File: src/rtl/result_tx_fmt_pkg.sv
// Shared encodings for the result transmit path: emit FSM states,
// ASCII constants and the double-dabble digit adjust.
package result_tx_fmt_pkg;

   typedef enum logic [3:0] {
      IDLE,
      CONV,
      SIGN,
      HUND,
      TENS,
      UNITS,
      CR,
      LF,
      FIN
   } state_t;

   localparam logic [7:0] ASCII_NUL   = 8'h00;
   localparam logic [7:0] ASCII_ZERO  = 8'h30;
   localparam logic [7:0] ASCII_MINUS = 8'h2D;
   localparam logic [7:0] ASCII_CR    = 8'h0D;
   localparam logic [7:0] ASCII_LF    = 8'h0A;

   function automatic logic [3:0] add3(input logic [3:0] d);
      return (d >= 4'd5) ? d + 4'd3 : d;
   endfunction

endpackage

File: src/rtl/bin2bcd8.sv
// Iterative 8-bit binary to 3-digit BCD converter (shift / add-3).
// The first shift happens as part of the load, so the digits are final 7 edges later.
module bin2bcd8
   import result_tx_fmt_pkg::*;
(
   input  logic       CLK,
   input  logic       RESET,
   input  logic       load,
   input  logic [7:0] din,
   output logic [3:0] hund,
   output logic [3:0] tens,
   output logic [3:0] units,
   output logic       done
);

   logic [11:0] bcd;
   logic [7:0]  sr;
   logic [2:0]  cnt;
   logic [3:0]  adj_t;
   logic [3:0]  adj_u;

   assign adj_t = add3(bcd[7:4]);
   assign adj_u = add3(bcd[3:0]);

   // Hundreds never exceeds 1 before the last shift, so it needs no adjust.
   always_ff @(posedge CLK or posedge RESET) begin
      if (RESET) begin
         bcd  <= '0;
         sr   <= '0;
         cnt  <= '0;
         done <= 1'b0;
      end else if (load) begin
         bcd  <= {11'd0, din[7]};
         sr   <= {din[6:0], 1'b0};
         cnt  <= 3'd7;
         done <= 1'b0;
      end else if (cnt != 3'd0) begin
         bcd  <= {bcd[10:8], adj_t, adj_u, sr[7]};
         sr   <= {sr[6:0], 1'b0};
         cnt  <= cnt - 3'd1;
         done <= (cnt == 3'd1);
      end
   end

   assign hund  = bcd[11:8];
   assign tens  = bcd[7:4];
   assign units = bcd[3:0];

endmodule

File: src/rtl/result_tx_fmt.sv
// Formats an ALU result as decimal ASCII ("[-]digits\r\n") into the TX FIFO,
// with leading-zero suppression and FIFO back-pressure.
module result_tx_fmt
   import result_tx_fmt_pkg::*;
#(
   parameter int SIGNED_MODE = 0,
   parameter int NBIT        = 8
) (
   input  logic            CLK,
   input  logic            RESET,
   input  logic            START,
   input  logic [NBIT-1:0] RESULT,
   input  logic            FIFO_full,
   output logic [7:0]      data_out,
   output logic            WR_FIFO,
   output logic            BUSY,
   output logic            DONE
);

   state_t     state, state_n, first_dig;
   logic       load, neg_in, neg_q, bcd_done, emit;
   logic [7:0] mag;
   logic [3:0] hund, tens, units;

   assign load   = (state == IDLE) && START;
   assign neg_in = (SIGNED_MODE != 0) && RESULT[7];
   assign mag    = neg_in ? (~RESULT[7:0] + 8'd1) : RESULT[7:0];

   bin2bcd8 u_bcd (
      .CLK   (CLK),
      .RESET (RESET),
      .load  (load),
      .din   (mag),
      .hund  (hund),
      .tens  (tens),
      .units (units),
      .done  (bcd_done)
   );

   always_ff @(posedge CLK or posedge RESET) begin
      if (RESET) begin
         state <= IDLE;
         neg_q <= 1'b0;
      end else begin
         state <= state_n;
         if (load)
            neg_q <= neg_in;
      end
   end

   assign first_dig = (hund != 4'd0) ? HUND :
                      (tens != 4'd0) ? TENS : UNITS;

   always_comb begin
      state_n  = state;
      data_out = ASCII_NUL;
      emit     = 1'b0;
      DONE     = 1'b0;
      unique case (state)
         IDLE:  if (START) state_n = CONV;
         CONV:  if (bcd_done) state_n = neg_q ? SIGN : first_dig;
         SIGN: begin
            emit     = 1'b1;
            data_out = ASCII_MINUS;
            state_n  = first_dig;
         end
         HUND: begin
            emit     = 1'b1;
            data_out = ASCII_ZERO + {4'd0, hund};
            state_n  = TENS;
         end
         TENS: begin
            emit     = 1'b1;
            data_out = ASCII_ZERO + {4'd0, tens};
            state_n  = UNITS;
         end
         UNITS: begin
            emit     = 1'b1;
            data_out = ASCII_ZERO + {4'd0, units};
            state_n  = CR;
         end
         CR: begin
            emit     = 1'b1;
            data_out = ASCII_CR;
            state_n  = LF;
         end
         LF: begin
            emit     = 1'b1;
            data_out = ASCII_LF;
            state_n  = FIN;
         end
         FIN: begin
            DONE    = 1'b1;
            state_n = IDLE;
         end
         default: state_n = IDLE;
      endcase
      // Back-pressure: hold the character until the FIFO takes it.
      WR_FIFO = emit & ~FIFO_full;
      if (emit && FIFO_full)
         state_n = state;
   end

   assign BUSY = (state != IDLE);

endmodule
File: config.mk
export PLATFORM = sky130hd
export DESIGN_NAME = result_tx_fmt
export DESIGN_NICKNAME = d
export VERILOG_FILES = /design/src/rtl/result_tx_fmt_pkg.sv /design/src/rtl/bin2bcd8.sv /design/src/rtl/result_tx_fmt.sv
export SDC_FILE = /design/constraint.sdc
export NUM_CORES = 1
export LEC_CHECK = 0
export BUFFER_PORTS_ARGS = -buffer_cell sky130_fd_sc_hd__buf_2
export CORE_MARGIN = 2
export CORE_UTILIZATION = 57
export CTS_CLUSTER_DIAMETER = 200
export DETAILED_ROUTE_END_ITERATION = 8
export HOLD_SLACK_MARGIN = 0.05
export PLACE_DENSITY_LB_ADDON = 0.3
export SLEW_MARGIN = 30
export SYNTH_ARGS = -nofsm -noshare
export SYNTH_HDL_FRONTEND = slang
export SYNTH_HIERARCHICAL = 1
export SYNTH_SLANG_ARGS = --single-unit
File: constraint.sdc
create_clock -name CLK -period 2.6 [get_ports CLK]
set_clock_uncertainty 0.15 [all_clocks]
set_input_delay 0.52 -clock CLK [delete_from_list [all_inputs] [get_ports CLK]]
set_output_delay 0.52 -clock CLK [all_outputs]
set_load 0.02 [all_outputs]
# --- Word-level counts from Yosys, hierarchy flattened ---
# Cells that the tools add are included.
word_totals:
  memories: 0
  ff_bits: 28
  wordCells: 55
  mem_bits_rw: 0
  mem_bits_ro: 0
  in_bits: 12
  latch_bits: 0
classes:
  reduce_logical: 10
  n_addsub: 6
  bitwise_logic: 3
  order_cmp: 2
  eq_ne: 11
  shifts: 0
  div: 0
  multipliers: 0
  muxes: 18
op_table:
  columns: ["op", "count"]
  rows:
  - ["$pmux W7 S6", 1]
  - ["$pmux W4 S8", 1]
  - ["$mux W12", 2]
  - ["$add A6 B4 Y7 const A", 3]
  - ["$eq A4 B3 Y1 const B", 4]
  - ["$mux W4", 4]
  - ["$mux W8", 2]
  - ["$reduce_bool A4 Y1", 3]
  - ["$mux W3", 3]
  - ["$add A4 B2 Y4 const B", 2]
  - ["$eq A4 B2 Y1 const B", 2]
  - ["$ge A4 B3 Y1 const B", 2]
  - ["$reduce_or A6 Y1", 1]
  - ["$mux W1", 5]
  - ["$eq A4 B1 Y1 const B", 1]
  - ["$eq A4 B4 Y1 const B", 1]
  - ["$logic_not A4 Y1", 1]
  - ["$eq A3 B1 Y1 const B", 1]
  - ["$reduce_and A3 Y1", 1]
  - ["$reduce_bool A3 Y1", 1]
  - ["$sub A3 B1 Y3 const B", 1]
  - ["$logic_and A1 B1 Y1", 2]
  - ["$ne A2 B1 Y1 const B", 1]
  - ["$ne A2 B2 Y1 const B", 1]
  - ["other kinds (3)", 4]

# --- Logic depth before layout (Yosys ltp) ---
# Gate-level depths: netlist of the first run.
depth:
  ltp_word: 6
  depth_mapped: 9
  mapped_depth_nobuf: 6

# --- By module ---
# Netlist of the first run, hierarchy kept.
modules_own_cells:
  columns: ["module", "seq_area_each_um2", "area_per_inst_um2", "n_inst", "cells_each"]
  rows:
  - ["bin2bcd8", 575.6, 1286.2, 1, 133]
  - ["result_tx_fmt", 100.1, 480.5, 1, 67]

# --- Least setup slack after synthesis of the first run ---
# OpenSTA, ideal clock, no wires.
synth_timing:
  path_type: "reg-to-output"
  from: "reg state[0]"
  to: "out data_out[3]"
  path_buffers: 2
  t_required_ps: 1930
  path_stages_with_launch: 6
  path_slack_ps: 446
  arrival_ps: 1484
  cell_sequence: "dfrtp_1 > buf_2 > inv_1 > buf_2 > o21ai_0 > a221oi_1"
synth_via:
  elab_chain_cells: 2
synth_lines:
  columns: ["element", "line_no", "source"]
  rows:
  - ["start: declaration", "result_tx_fmt.sv:20", "state_t state, state_n, first_dig;"]
  - ["start signal: assignment", "result_tx_fmt.sv:45", "state <= state_n;"]
  - ["$eq A4 B3 Y1 / $eq A4 B2 Y1 (equally long branches)", "result_tx_fmt.sv:59", "unique case (state)"]
  - ["$pmux W7 S6 (*)", "result_tx_fmt.sv:59", null]
  - ["end: declaration", "result_tx_fmt.sv:14", "output logic [7:0] data_out,"]
# Mark *: on every way between the ends. The rest lies on a longest branch, timed or not.

# --- Worst setup path after layout of the first run ---
# Ends and elaborated chain as after synthesis.

==> results.md, run 1 <==
- Vias in the first global route: about 1.5k
- Reg2Reg Setup Slack: between 0.3 and 0.4 ns
- Die Y: between 50 and 60 um
- Vias per cell: about 6
- Die area: approximately 3600 sq um
- Via Count: roughly 1.5k
- Flops & latches, synth: 27
- Pint: about 1.3 mW
- Mapped cell area: 1770 sq um
- Starting Density: 58.8%
- Hold WS: about 0.23 ns
- Worst path required time: just under 2 ns
- Slew Limit Fails: 0
- Worst Setup EP: data_out[3]
- Hold crit path type: in -> reg
- Net Sw Power: around 1.1 mW
- Register area share after synthesis: a little under two fifths
- Syn avg cell area: 8.83 sq um
- Worst IR Drop VDD: between 400 and 500 uV
- Final hold vios: 0
- GRT Util Overall: between 20 and 25%
- Pleak: just over 0.9 nW
- PD cells: ~1300 nW/um^2
- Clock transition at path regs: ~0.14 ns
- Clock Power Share: under 10%
- Final setup TNS: 0 ns
- Max Fanout on Critical Path: 13
- Tightest Pin Transition: ~0.8 ns
- IO Port Bufs: 20
- Largest net degree at the start of global routing: 24
- Top_reg_cell synth: dfrtp_1
- First-pass GRT wire length: slightly above 6 mm
- Sink Count: 27
- Drc violations: 0
- Reg-to-reg critical path endpoint: u_bcd/bcd[0]$_DFFE_PP0P_
- Switching part of the total: approximately 47%
- Share of cells above drive strength 1: ~15%
- Final Setup Violations: 0
- Clock root buffer: clkbuf_4
- Final WL: 3.54 mm
- H-tree levels: 1
- Initial antenna violation count: 0
- Congestion Overflow GR: 0
- Yosys warns: 6
- Final Cycle Share: around 90%
- Status: finished, final reports clean
- Comb pwr share: about 58%
- CTS Buf Count: 3
- CP arrival: between 1.5 and 2 ns
- Part of the power in registers: around 34%
- Post-synth EDFFs: 0
- Post-route ant nets: 0
- Post-synth ARST share: 100%
- Syn Inst Count: 200
- Commonest non-fill, non-tap cell in the layout: dfrtp_1
- CP Capture Type: primary output
- 1st-pass router iterations: 4
- Count of different cell masters after synthesis: 48
- IO Pins: 23
- Worst reg2reg startpoint: state[2]$_DFFE_PP0P_
- Longest Clk Path Bufs: 2
- HPWL after detailed placement: about 2.6 mm
- Most frequent cells in the layout: dfrtp_1, nand2_1, buf_2, inv_1, o21ai_0
- F_max: approximately 420 MHz
- Area of all placed cells without fillers: ~1900 sq um
- Total power: 2.38 mW
- Number of core rows: 20
- CP Class: reg -> out
- Post-DP Area: approximately 1800 sq um
- Drt initial violations: 140
- Diodes inserted: 0
- Core area: roughly 3000 sq um
- CTS resizes: 0
- Worst setup SP type: flip-flop
- Die width: 59.7 um
- # Post-CTS Setup Buffers: 0
- RSZ-0062 raised after global routing: false
- Worst-Skew Late Latency: between 0.3 and 0.4 ns
- Tmin final: between 2 and 2.5 ns
- Slew HR: a little under half
- Max Cap Viol: 0
- Worst reg2reg path depth: 5
- Final nets: between 200 and 250
- GPL Wtd Cong: around 0.99
- CTS tree: built
- WL/cell: between 10 and 15 um
- Layout area overhead: 5.74%
- Worst setup path startpoint: state[0]$_DFFE_PP0P_
==> repair_timing <==
| action | 4_1_cts | 5_1_grt |
|---|---|---|
| endpoints found under the setup margin | 0 | 0 |
| hold buffers | 1 | 0 |
| hold endpoints to repair | 4 | 0 |
==> flip-flops by register name, summed over array words and instances, names as in the netlist <==
name / cells
u_bcd/bcd: 12
state: 4
u_bcd/done: 1
u_bcd/cnt: 3
u_bcd/sr: 7
==> cell usage after synthesis, types with 2 or more instances <==
cell type | count | area [sq um]
xnor2_1 | 4 | 35.0
ha_1 | 7 | 87.6
nor3_1 | 4 | 20.0
nor2_1 | 13 | 48.8
nor2b_1 | 7 | 43.8
inv_1 | 18 | 67.6
nand2b_1 | 2 | 12.5
o21ai_0 | 15 | 75.1
a21oi_1 | 7 | 35.0
o41ai_1 | 2 | 17.5
a21o_1 | 3 | 22.5
buf_6 | 2 | 22.5
buf_4 | 3 | 22.5
a22oi_1 | 2 | 15.0
a22o_1 | 2 | 17.5
nand2_1 | 22 | 82.6
mux2i_1 | 10 | 100
clkbuf_1 | 5 | 18.8
or3_1 | 6 | 37.5
buf_2 | 3 | 15.0
nand3_1 | 3 | 15.0
o21a_1 | 2 | 15.0
o2111ai_1 | 4 | 35.0
o211ai_1 | 3 | 22.5
o31ai_1 | 2 | 15.0
dfrtp_1 | 27 | 676
==> routing by layer <==
layer | part of all wire, % | routed length (um) | global-route usage, % | vias to the layer above
li1 | - | - | - | 721
met1 | 45 | 1580 | 29.4 | 709
met2 | 49 | 1740 | 37.9 | 55
met3 | 5.2 | 184 | 2.60 | 6
met4 | 0.99 | 35 | 7.30 | 0
met5 | 0 | 0 | 0 | -
==> power by group through the flow <==
stage	Sequential [mW]	Combinational, mW	Clock, mW
after global placement	0.814	1.31	0
final	0.819	1.38	0.177
after CTS	0.811	1.39	0.182
after global routing	0.852	1.55	0.198
after detailed placement	0.821	1.38	0
after floorplan	0.716	1.22	0
==> worst min path at each step <==
stage	startpoint	to	slack [ns]	depth (start not counted)
floorplan	RESET	state[0]$_DFFE_PP0P_	0.14	1
global placement	RESET	state[2]$_DFFE_PP0P_	0.26	2
detailed placement	RESET	state[2]$_DFFE_PP0P_	0.27	2
CTS	FIFO_full	state[3]$_DFFE_PP0P_	0.22	2
global route	FIFO_full	state[3]$_DFFE_PP0P_	0.21	2
finish	FIFO_full	state[3]$_DFFE_PP0P_	0.23	2
==> critical path, cell delays in order (launching register included) <==
cell and delay, ns:
dfrtp_1 0.48, inv_1 0.32, o21ai_0 0.15, a221oi_1 0.26, buf_2 0.21
==> stage by stage <==
| step | util [%] | std cells | worst slack, ns |
|---|---|---|---|
| 2_1_floorplan | - | 201 | 0.446 |
| 3_3_place_gp | 61.0 | 241 | 0.524 |
| 3_5_place_dp | 61.0 | 241 | 0.400 |
| 4_1_cts | 62.2 | 246 | 0.193 |
| 5_1_grt | 62.2 | 246 | 0.0497 |
| 6_report | 62.2 | 246 | 0.201 |
==> cells by family (layout without fill, tap and decap cells) <==
group	count (synthesis)	after routing	share of synthesized area (%)
simple gates	63	63	17.8
fa+ha+maj	7	7	4.96
other cells	1	2	0.212
buf+inv	33	45	9.35
mux	10	10	5.67
xor+xnor	4	4	1.98
compound gates	55	55	21.7
flops	27	27	38.2
==> layout make-up <==
class                   instances  area (sq um)
well taps                      33          41.3
clock buffers                   4          26.3
multi-input cells             141           932
inverters                      18          67.6
flip-flops and latches         27           676
repair buffers                 23           125
fillers                       267          1130
Power figures use the tool's default switching activity.
==> run 2: changes to the inputs <==
clock period = 2.7 ns   (was 2.6 ns; I/O delays follow)
==> run 2 against run 1 <==
  * Setup slack better by 0.041 ns
  * Wire length up 0.45%
  * Power down 3.3%
  * Clock power about the same
  * Flip-flop and latch count unchanged
  * Register-to-register slack better by 0.11 ns
  * Design area down 0.40%
  * Non-clock buffer count down 1
  * Critical path depth unchanged
  * Global-route usage down 0.24 points
  * Die area unchanged
  * Critical endpoint unchanged
==> results.md, run 2 (synthesized netlist as in run 1, its figures left out) <==
- Longest Clk Path Bufs: 2
- DR WL met3: roughly 190 um
- Part of the power in registers: about a third
- Worst path required time: 2.01 ns
- Final Cycle Share: 91.1%
- Core area: about 3000 sq um
- # Post-CTS Setup Buffers: 0
- Drt initial violations: roughly 180
- CTS Buf Count: 3
- GRT Util Overall: a little over a fifth
- Max FFs per register: 12
- Final Setup Violations: 0
- Cts hold-fix bufs: 1
- HPWL after detailed placement: 2.61 mm
- Largest net degree at the start of global routing: 24
- Diodes inserted: 0
- Clock root buffer: clkbuf_4
- Die area: around 3600 sq um
- Reg with most FFs: u_bcd/bcd
- Hold depth: 2
- PD cells: between 1000 and 1500 nW/um^2
- Share of cells above drive strength 1: 14.6%
- Slowest cell on crit path: dfrtp_1
- CTS resizes: 0
- Worst setup SP type: flip-flop
- Total power: ~2.3 mW
- Routed met2 length: around 1.8 mm
- Reg2Reg Setup Slack: between 0.4 and 0.5 ns
- Hold WS: between 0.2 and 0.25 ns
- Die Y: slightly below 60 um
- Pint: between 1 and 1.5 mW
- Worst reg2reg path depth: 6
- Pleak: 0.905 nW
- CP Capture Type: primary output
- RSZ-0062 raised after global routing: false
- Worst IR Drop VDD: around 440 uV
- Layout area overhead: 5.31%
- Worst reg2reg startpoint: state[2]$_DFFE_PP0P_
- H-tree levels: 1
- Clock Power Share: 7.6%
- CP max stage delay: slightly below 0.5 ns
- Slew Limit Fails: 0
- Congestion Overflow GR: 0
- Initial antenna violation count: 0
- Starting Density: around three fifths
- First-pass GRT wire length: slightly above 6 mm
- CTS tree: built
- Via Count: around 1.5k
- Final nets: about 230
- Vias in the first global route: between 1k and 1.5k
- CP Class: reg -> out
- Die width: 59.7 um
- Drc violations: 0
- Critical-path cell list: inv_1 > o21ai_0 > a221oi_1 > buf_2
- Worst-Skew Late Latency: 0.32 ns
- Vias per cell: just under 6
- 1st-pass router iterations: 4
- Tightest Pin Transition: 0.865 ns
- Clock transition at path regs: 0.14 ns
- Final setup TNS: 0 ns
- Fill count: about 270
- Final hold vios: 0
- IO Pins: 23
- IO Port Bufs: 20
- Slew HR: between 40 and 50%
- WL/cell: approximately 14 um
- GPL Wtd Cong: between 0.9 and 1
- Number of core rows: 20
- Reg-to-reg critical path endpoint: u_bcd/cnt[2]$_DFFE_PP0P_
- Max Cap Viol: 0
- Sink Count: 27
- Net Sw Power: around 1.1 mW
- Met1 Routed Length: 1.56 mm
- Largest regs: u_bcd/bcd (12), u_bcd/sr (7), state (4)
- Max Fanout on Critical Path: 13
- Most frequent cells in the layout: dfrtp_1, nand2_1, buf_2, inv_1, o21ai_0
- Top sig layer: met4
- Hold crit path type: in -> reg
- Switching part of the total: roughly 48%
- Tmin final: approximately 2.5 ns
- Status: finished, final reports clean
- Hold path start: FIFO_full
- CP arrival: 1.77 ns
- Final core utilization: between 60% and 70%
- Final WL: 3.55 mm
- F_max: approximately 410 MHz
- Post-route ant nets: 0
- Hold Path End: state[3]$_DFFE_PP0P_
- Comb pwr share: about three fifths
- Commonest non-fill, non-tap cell in the layout: dfrtp_1
## run 2: routing by layer
metal / global-route usage [%] / up-vias
li1: - / 719
met1: 27.7 / 686
met2: 38.8 / 46
met3: 2.81 / 8
met4: 7.30 / 0
met5: 0 / -
## run 2: how the worst max path moves through the flow
stage / start / to / slack [ns]
4_1_cts: state[0]$_DFFE_PP0P_ / data_out[3] / 0.27
6_report: state[0]$_DFFE_PP0P_ / data_out[3] / 0.24
2_1_floorplan: state[0]$_DFFE_PP0P_ / data_out[3] / 0.53
5_1_grt: state[0]$_DFFE_PP0P_ / data_out[0] / 0.14
3_3_place_gp: state[2]$_DFFE_PP0P_ / u_bcd/bcd[0]$_DFFE_PP0P_ / 0.60
3_5_place_dp: state[2]$_DFFE_PP0P_ / u_bcd/sr[7]$_DFFE_PP0P_ / 0.51
## run 2: power groups by stage
stage                     combinational (mW)  sequential (mW)  clock (mW)
after global placement                  1.26            0.785           0
after global routing                    1.50            0.822       0.196
final                                   1.34            0.789       0.175
after detailed placement                1.32            0.793           0
after floorplan                         1.18            0.689           0
after CTS                               1.33            0.781       0.178
## run 2: metrics by stage
step	setup WS, ns	area (sq um)	instances
after floorplan	0.526	1770	201
after global placement	0.596	1820	240
after detailed placement	0.510	1820	240
after CTS	0.273	1860	245
after global routing	0.144	1860	245
final	0.242	1860	245
## run 2: final cells by class
cell class,instances,area (sq um),share of cell area [%]
inverters,18,67.6,3.63
clock buffers,4,26.3,1.41
well taps,33,41.3,2.22
multi-input cells,141,932,50.1
repair buffers,22,118,6.32
flip-flops and latches,27,676,36.3
## run 2: critical path, delay by kind of cell (launching register included)
kind | cells | cell delay (ns)
AO/OA/AOI/OAI | 2 | 0.44
flip-flops | 1 | 0.49
buffers and inverters | 2 | 0.53
